`config.mk`:
```
export PLATFORM = sky130hd
export DESIGN_NAME = spi_device_flat
export DESIGN_NICKNAME = d
export VERILOG_FILES = /design/src/rtl/spi_device_if.sv /design/src/rtl/spi_device.sv /design/src/flat_wrapper.sv
export SDC_FILE = /design/constraint.sdc
export NUM_CORES = 1
export LEC_CHECK = 0
export BUFFER_PORTS_ARGS = -buffer_cell sky130_fd_sc_hd__buf_2
export CAP_MARGIN = 20
export CORE_UTILIZATION = 55
export CTS_CLUSTER_SIZE = 20
export DETAILED_ROUTE_END_ITERATION = 8
export PLACE_DENSITY_LB_ADDON = 0.15
export RECOVER_POWER = 100
export SYNTH_ARGS = -nofsm -noshare
export SYNTH_HDL_FRONTEND = slang
export SYNTH_SLANG_ARGS = --single-unit
```
`constraint.sdc`:
```
create_clock -name clk -period 3.22 [get_ports clk]
set_input_delay 0.644 -clock clk [delete_from_list [all_inputs] [get_ports clk]]
set_output_delay 0.644 -clock clk [all_outputs]
set_load 0.05 [all_outputs]
```
`src/rtl/spi_device_if.sv`:
```
// Pin and byte-stream bundle for spi_device: SPI pins from the host plus
// the rx/tx byte handshake with the control block.
interface spi_device_if;
  logic       spi_sck;
  logic       spi_cs_n;
  logic       spi_mosi;
  logic       spi_miso;
  logic       spi_cs;
  logic [7:0] rx_data;
  logic       rx_strobe;
  logic [7:0] tx_data;
  logic       tx_strobe;

  modport slave (
    input  spi_sck, spi_cs_n, spi_mosi, tx_data, tx_strobe,
    output spi_miso, spi_cs, rx_data, rx_strobe
  );

  modport master (
    output spi_sck, spi_cs_n, spi_mosi, tx_data, tx_strobe,
    input  spi_miso, spi_cs, rx_data, rx_strobe
  );
endinterface

```
`src/rtl/spi_device.sv`:
```
// SPI mode 0 target, MSB first, 8-bit frames, pins oversampled on clk.
// Define SPI_MISO_HIZ_EN to float MISO while deselected (shared MISO bus).
module spi_device #(
  parameter int SYNC_STAGES = 2
) (
  input logic        clk,
  input logic        reset,
  spi_device_if.slave bus
);

  typedef enum logic [1:0] {WAIT_IDLE, IDLE, ACTIVE} stateT;

  localparam int CntW = $clog2(SYNC_STAGES + 1);

  stateT r_state, w_stateNext;

  logic [SYNC_STAGES-1:0] r_sckSync, r_csSync, r_mosiSync;
  logic                   r_sckPrev;
  logic [CntW-1:0]        r_syncCnt;
  logic [7:0]             r_rxShift, r_rxData, r_txShift, r_txHold;
  logic [2:0]             r_bitCount;
  logic                   r_txValid, r_reload, r_rxStrobe;

  logic       w_sckCur, w_sckRise, w_sckFall, w_csCur, w_mosi, w_syncReady, w_load;
  logic [7:0] w_txNext, w_rxByte;

  assign w_sckCur    = r_sckSync[SYNC_STAGES-1];
  assign w_csCur     = r_csSync[SYNC_STAGES-1];
  assign w_mosi      = r_mosiSync[SYNC_STAGES-1];
  assign w_sckRise   = w_sckCur & ~r_sckPrev;
  assign w_sckFall   = ~w_sckCur & r_sckPrev;
  assign w_syncReady = (r_syncCnt == CntW'(SYNC_STAGES));
  assign w_txNext    = r_txValid ? r_txHold : 8'h00;
  assign w_rxByte    = {r_rxShift[6:0], w_mosi};
  assign w_load      = ((r_state == IDLE) && !w_csCur) ||
                       ((r_state == ACTIVE) && w_sckFall && r_reload);

  // The fill counter keeps WAIT_IDLE from trusting the reset value of the CS
  // chain; only a CS high that has actually travelled through it counts.
  always_ff @(posedge clk) begin
    if (reset) begin
      r_sckSync  <= '0;
      r_csSync   <= '1;
      r_mosiSync <= '0;
      r_sckPrev  <= 1'b0;
      r_syncCnt  <= '0;
    end else begin
      r_sckSync  <= {r_sckSync[SYNC_STAGES-2:0], bus.spi_sck};
      r_csSync   <= {r_csSync[SYNC_STAGES-2:0], bus.spi_cs_n};
      r_mosiSync <= {r_mosiSync[SYNC_STAGES-2:0], bus.spi_mosi};
      r_sckPrev  <= w_sckCur;
      if (!w_syncReady) r_syncCnt <= r_syncCnt + CntW'(1);
    end
  end

  always_ff @(posedge clk) begin
    if (reset) r_state <= WAIT_IDLE;
    else       r_state <= w_stateNext;
  end

  always_comb begin
    w_stateNext = r_state;
    case (r_state)
      WAIT_IDLE: if (w_syncReady && w_csCur) w_stateNext = IDLE;
      IDLE:      if (!w_csCur) w_stateNext = ACTIVE;
      ACTIVE:    if (w_csCur) w_stateNext = IDLE;
      default:   w_stateNext = WAIT_IDLE;
    endcase
  end

  // A strobe landing in the same cycle as a consumption stays valid; the
  // consumer has already taken the old holding value through w_txNext.
  always_ff @(posedge clk) begin
    if (reset) begin
      r_txHold  <= 8'h00;
      r_txValid <= 1'b0;
    end else if (bus.tx_strobe) begin
      r_txHold  <= bus.tx_data;
      r_txValid <= 1'b1;
    end else if (w_load) begin
      r_txValid <= 1'b0;
    end
  end

  // Rising edges are handled before the CS-driven exit, so a byte whose last
  // SCK rise coincides with CS rising still completes and strobes.
  always_ff @(posedge clk) begin
    if (reset) begin
      r_rxShift  <= 8'h00;
      r_rxData   <= 8'h00;
      r_rxStrobe <= 1'b0;
      r_txShift  <= 8'h00;
      r_bitCount <= 3'd0;
      r_reload   <= 1'b0;
    end else begin
      r_rxStrobe <= 1'b0;
      case (r_state)
        ACTIVE: begin
          if (w_sckRise) begin
            r_rxShift <= w_rxByte;
            if (r_bitCount == 3'd7) begin
              r_rxData   <= w_rxByte;
              r_rxStrobe <= 1'b1;
              r_bitCount <= 3'd0;
              r_reload   <= 1'b1;
            end else begin
              r_bitCount <= r_bitCount + 3'd1;
            end
          end
          if (w_sckFall) begin
            if (r_reload) begin
              r_txShift <= w_txNext;
              r_reload  <= 1'b0;
            end else begin
              r_txShift <= {r_txShift[6:0], 1'b0};
            end
          end
        end
        IDLE: begin
          r_bitCount <= 3'd0;
          r_reload   <= 1'b0;
          if (!w_csCur) r_txShift <= w_txNext;
        end
        default: begin
          r_bitCount <= 3'd0;
          r_reload   <= 1'b0;
        end
      endcase
    end
  end

  assign bus.spi_cs    = w_csCur;
  assign bus.rx_data   = r_rxData;
  assign bus.rx_strobe = r_rxStrobe;

`ifdef SPI_MISO_HIZ_EN
  assign bus.spi_miso = (w_csCur || (r_state == WAIT_IDLE)) ? 1'bz : r_txShift[7];
`else
  assign bus.spi_miso = (w_csCur || (r_state == WAIT_IDLE)) ? 1'b0 : r_txShift[7];
`endif

endmodule

```
`src/flat_wrapper.sv`:
```
// flat-port wrapper written by rule: the top's interface ports become plain ports
module spi_device_flat 
#(
  parameter int SYNC_STAGES = 2
)
  (clk, reset, bus_spi_sck, bus_spi_cs_n, bus_spi_mosi, bus_tx_data, bus_tx_strobe, bus_spi_miso, bus_spi_cs, bus_rx_data, bus_rx_strobe);
  spi_device_if bus_i ();
  input logic clk;
  input logic reset;
  input wire logic [$bits(bus_i.spi_sck)-1:0] bus_spi_sck;
  input wire logic [$bits(bus_i.spi_cs_n)-1:0] bus_spi_cs_n;
  input wire logic [$bits(bus_i.spi_mosi)-1:0] bus_spi_mosi;
  input wire logic [$bits(bus_i.tx_data)-1:0] bus_tx_data;
  input wire logic [$bits(bus_i.tx_strobe)-1:0] bus_tx_strobe;
  output wire logic [$bits(bus_i.spi_miso)-1:0] bus_spi_miso;
  output wire logic [$bits(bus_i.spi_cs)-1:0] bus_spi_cs;
  output wire logic [$bits(bus_i.rx_data)-1:0] bus_rx_data;
  output wire logic [$bits(bus_i.rx_strobe)-1:0] bus_rx_strobe;
  assign bus_i.spi_sck = bus_spi_sck;
  assign bus_i.spi_cs_n = bus_spi_cs_n;
  assign bus_i.spi_mosi = bus_spi_mosi;
  assign bus_i.tx_data = bus_tx_data;
  assign bus_i.tx_strobe = bus_tx_strobe;
  assign bus_spi_miso = bus_i.spi_miso;
  assign bus_spi_cs = bus_i.spi_cs;
  assign bus_rx_data = bus_i.rx_data;
  assign bus_rx_strobe = bus_i.rx_strobe;
  spi_device #(.SYNC_STAGES(SYNC_STAGES)) u_core (.clk(clk), .reset(reset), .bus(bus_i));
endmodule
```
==> flow_summary.toml <==
[die]
die_x_um = 60.75
ios = 25
initial_core_util_pct = 60.20
core_um2 = 3153
die_h_um = 60.75
dieArea_um2 = 3690
row_count = 20

[global_routing]
grt_usage_pct = 22.10
antenna_found_initial = 0
grt-ovfl-total = 0
first_global_vias = 1405
grt_pass1_wl_um = 5796
grt_max_degree = 46

[logic_synthesis]
synth.distinct_cells = 28
synth_area_um2 = 1898
synthFlopType = "dfxtp_1"
synth_edf_count = 0
yosysTopAreaCellShare_pct = 50.63
yosysMostFrequentCell = "dfxtp_1"
synth.area.top_cells = "dfxtp_1 51%, nand2_1 6.9%, mux2i_1 5.8%"
avgSynthCellArea_um2 = 8.996
yosys.area.top_type = "dfxtp_1"
synth_seq_cells = 48
ys.warnings.count = 0
ys_seq_area_share_pct = 50.63
netlist_top_cells_count = "48 x dfxtp_1, 35 x nand2_1, 26 x nor2_1"
syn_nets = 232
ys_async_sr_fraction_pct = 0
synthCells = 211

[cts]
clockBufferDepth = 2
ctsResizeCount = 0
clk_latency_ns = 0.37
cts_hold_buf = 0
h-tree-depth = 2
clock-sinks = 48
cts_root_buffer = "clkbuf_4"
cts_made_buffers = 5
postCtsSetupRepairBufs = 0
cts_tree = "done"
path_clk_slew_ns = 0.13

[pwr]
power_uw = 1355
ir_drop_v = 0.0003891
p_leak_uw = 0.0007803
pwr_density_cell_nw_per_um2 = 649.0

[sta]
worstMarginPinSlew_ns = 1.823
finalSetupTns_ns = 0
hold_violations = 0
max_freq_mhz = 412.4
slew_violations = 46
skew_ns = 0.009844
setup_viol = 0
min_period_ns = 2.425
relSlewSlack_pct = -21.52
rsz0062_at_grt = "false"
fin_crit_sh_pct = 75.30

[worst_setup_path]
critPathKind = "register to output pin"
crit_buf_inv = 2
cpLargestDelayFamily = "buffers and inverters"
crit_fanout = 4
r2r-start = "u_core.r_state[0]"
r2r_cells = 5
rr_endpoint = "u_core.r_txShift[1]"
critPathLaunchType = "register"
cp_cell_sequence = "inv_1 -> ha_1 -> nor3b_1 -> clkbuf_1"
critPathSlowestCell = "clkbuf_1"
slowest_delay_ns = 0.49
critical_path_arrival_ns = 1.78
crit_path_end_kind = "output pin"
reg2reg_slack_ns = 1.02
cp.required_ns = 2.58

[route]
vias_per_cell = 5.182
wirelength_um = 3254
drtAntennaViolNets = 0
drtPass1Iterations = 4
vias = 1425
drt-initial-drc-count = 61
detail_route.wl_per_cell_um = 11.83
route.detailed.drc = 0

[outcome]
status = "finished, violations left"
failed_checks = "max-capacitance violations, max-slew violations"

[place]
io_buffers = 24
place.gp.congestion = 0.7477
dpl.hpwl_um = 2295

[worst_hold_path]
hold_depth = 1
hold_end = "u_core.r_csSync[1]"
min_from = "u_core.r_csSync[0]"
hp-class = "register to register"

[layout]
final_layout_size_suffix_gt1_share_pct = 11.69
nFillCells = 279
diodes = 0
area_delta_synth_final_pct = 10.02
finalNetCount = 251

[job]
drv_cap = 1
worst max-delay path by stage:
stage,startpoint,to,cells after the start
2_1_floorplan,u_core.r_state[0],bus_spi_miso,3
3_5_place_dp,u_core.r_state[0],u_core.r_txShift[2],5
3_3_place_gp,u_core.r_state[0],u_core.r_txShift[1],5
6_report,u_core.r_state[0],bus_spi_miso,4
4_1_cts,u_core.r_state[0],bus_spi_miso,4
5_1_grt,u_core.r_state[0],bus_spi_miso,4
cell type report:
class	count	area (µm²)	area share (%)
clock inverter	1	30.03	1.438
multi-input combinational	144	842.1	40.32
inverter	6	22.52	1.078
timing repair buffer	25	112.6	5.392
tap	44	55.05	2.636
clock buffer	7	65.06	3.116
sequential	48	960.9	46.02
sequential cells by signal (all words and copies together) (netlist names):
| signal | cells |
|---|---|
| u_core.r_txShift | 8 |
| u_core.r_bitCount | 3 |
| u_core.r_sckSync | 2 |
| u_core.r_sckPrev | 1 |
| u_core.r_mosiSync | 2 |
| u_core.r_csSync | 2 |
| u_core.bus.rx_strobe | 1 |
| u_core.r_rxShift | 7 |
| u_core.r_txHold | 8 |
| u_core.r_txValid | 1 |
| u_core.r_reload | 1 |
| u_core.r_syncCnt | 2 |
| u_core.bus.rx_data | 8 |
| u_core.r_state | 2 |
through the flow:
stage | area, µm² | utilization (%) | worst slack (ns) | cells | hold WS, ns
after floorplan | 1898 | - | 0.7577 | 211 | 0.3895
after global placement | 2019 | 64.05 | 1.404 | 267 | 0.3940
after detailed placement | 2019 | 64.05 | 1.290 | 267 | 0.3936
after CTS | 2115 | 67.06 | 0.9809 | 275 | 0.4239
after global routing | 2088 | 66.23 | 0.6858 | 275 | 0.4280
final | 2088 | 66.23 | 0.7953 | 275 | 0.4226
logic make-up after synthesis:
logic type,after synthesis,share of synthesized area (%)
mux,11,5.801
buf+inv,19,4.417
compound gates,31,11.73
flops,48,50.63
simple gates,94,22.35
xor+xnor,1,0.4615
fa+ha+maj,7,4.614
worst reg2reg max path, cell delays in order, from the launching register on:
cell	delay (ns)
dfxtp_1	0.41
inv_1	0.08
ha_1	0.38
a221oi_2	0.87
nor2_1	0.11
a311oi_2	0.25
placed cells by master, fill, tap and decap left out, types with 2 or more instances in the layout:
| master | netlist | routed |
|---|---|---|
| dfxtp_1 | 48 | 48 |
| nand2_1 | 35 | 35 |
| nor2_1 | 26 | 26 |
| a21oi_1 | 20 | 20 |
| nand3_1 | 15 | 15 |
| buf_2 | 4 | 12 |
| clkbuf_1 | 8 | 12 |
| mux2i_1 | 11 | 11 |
| ha_1 | 7 | 7 |
| inv_1 | 6 | 6 |
| nor2b_1 | 6 | 6 |
| a311oi_1 | 5 | 5 |
| clkbuf_4 | 0 | 5 |
| nand2b_1 | 3 | 3 |
| a311oi_2 | 2 | 2 |
| or2_2 | 2 | 2 |
| clkbuf_8 | 0 | 2 |
routing by layer:
layer / part of all wire [%] / wire length [µm] / GRT usage [%] / vias to the layer above
li1: - / - / - / 744
met1: 46 / 1487 / 23.57 / 642
met2: 47 / 1537 / 37.99 / 31
met3: 4.7 / 154 / 8.316 / 8
met4: 2.3 / 74 / 11.69 / 0
met5: 0 / 0 / 0 / -
report_power, final:
| part | switching, µW | internal [µW] |
|---|---|---|
| combinational | 163 | 113 |
| sequential | 37.4 | 653 |
| clock | 182 | 206 |
| total | 383 | 973 |
Power figures use the tool's default switching activity.
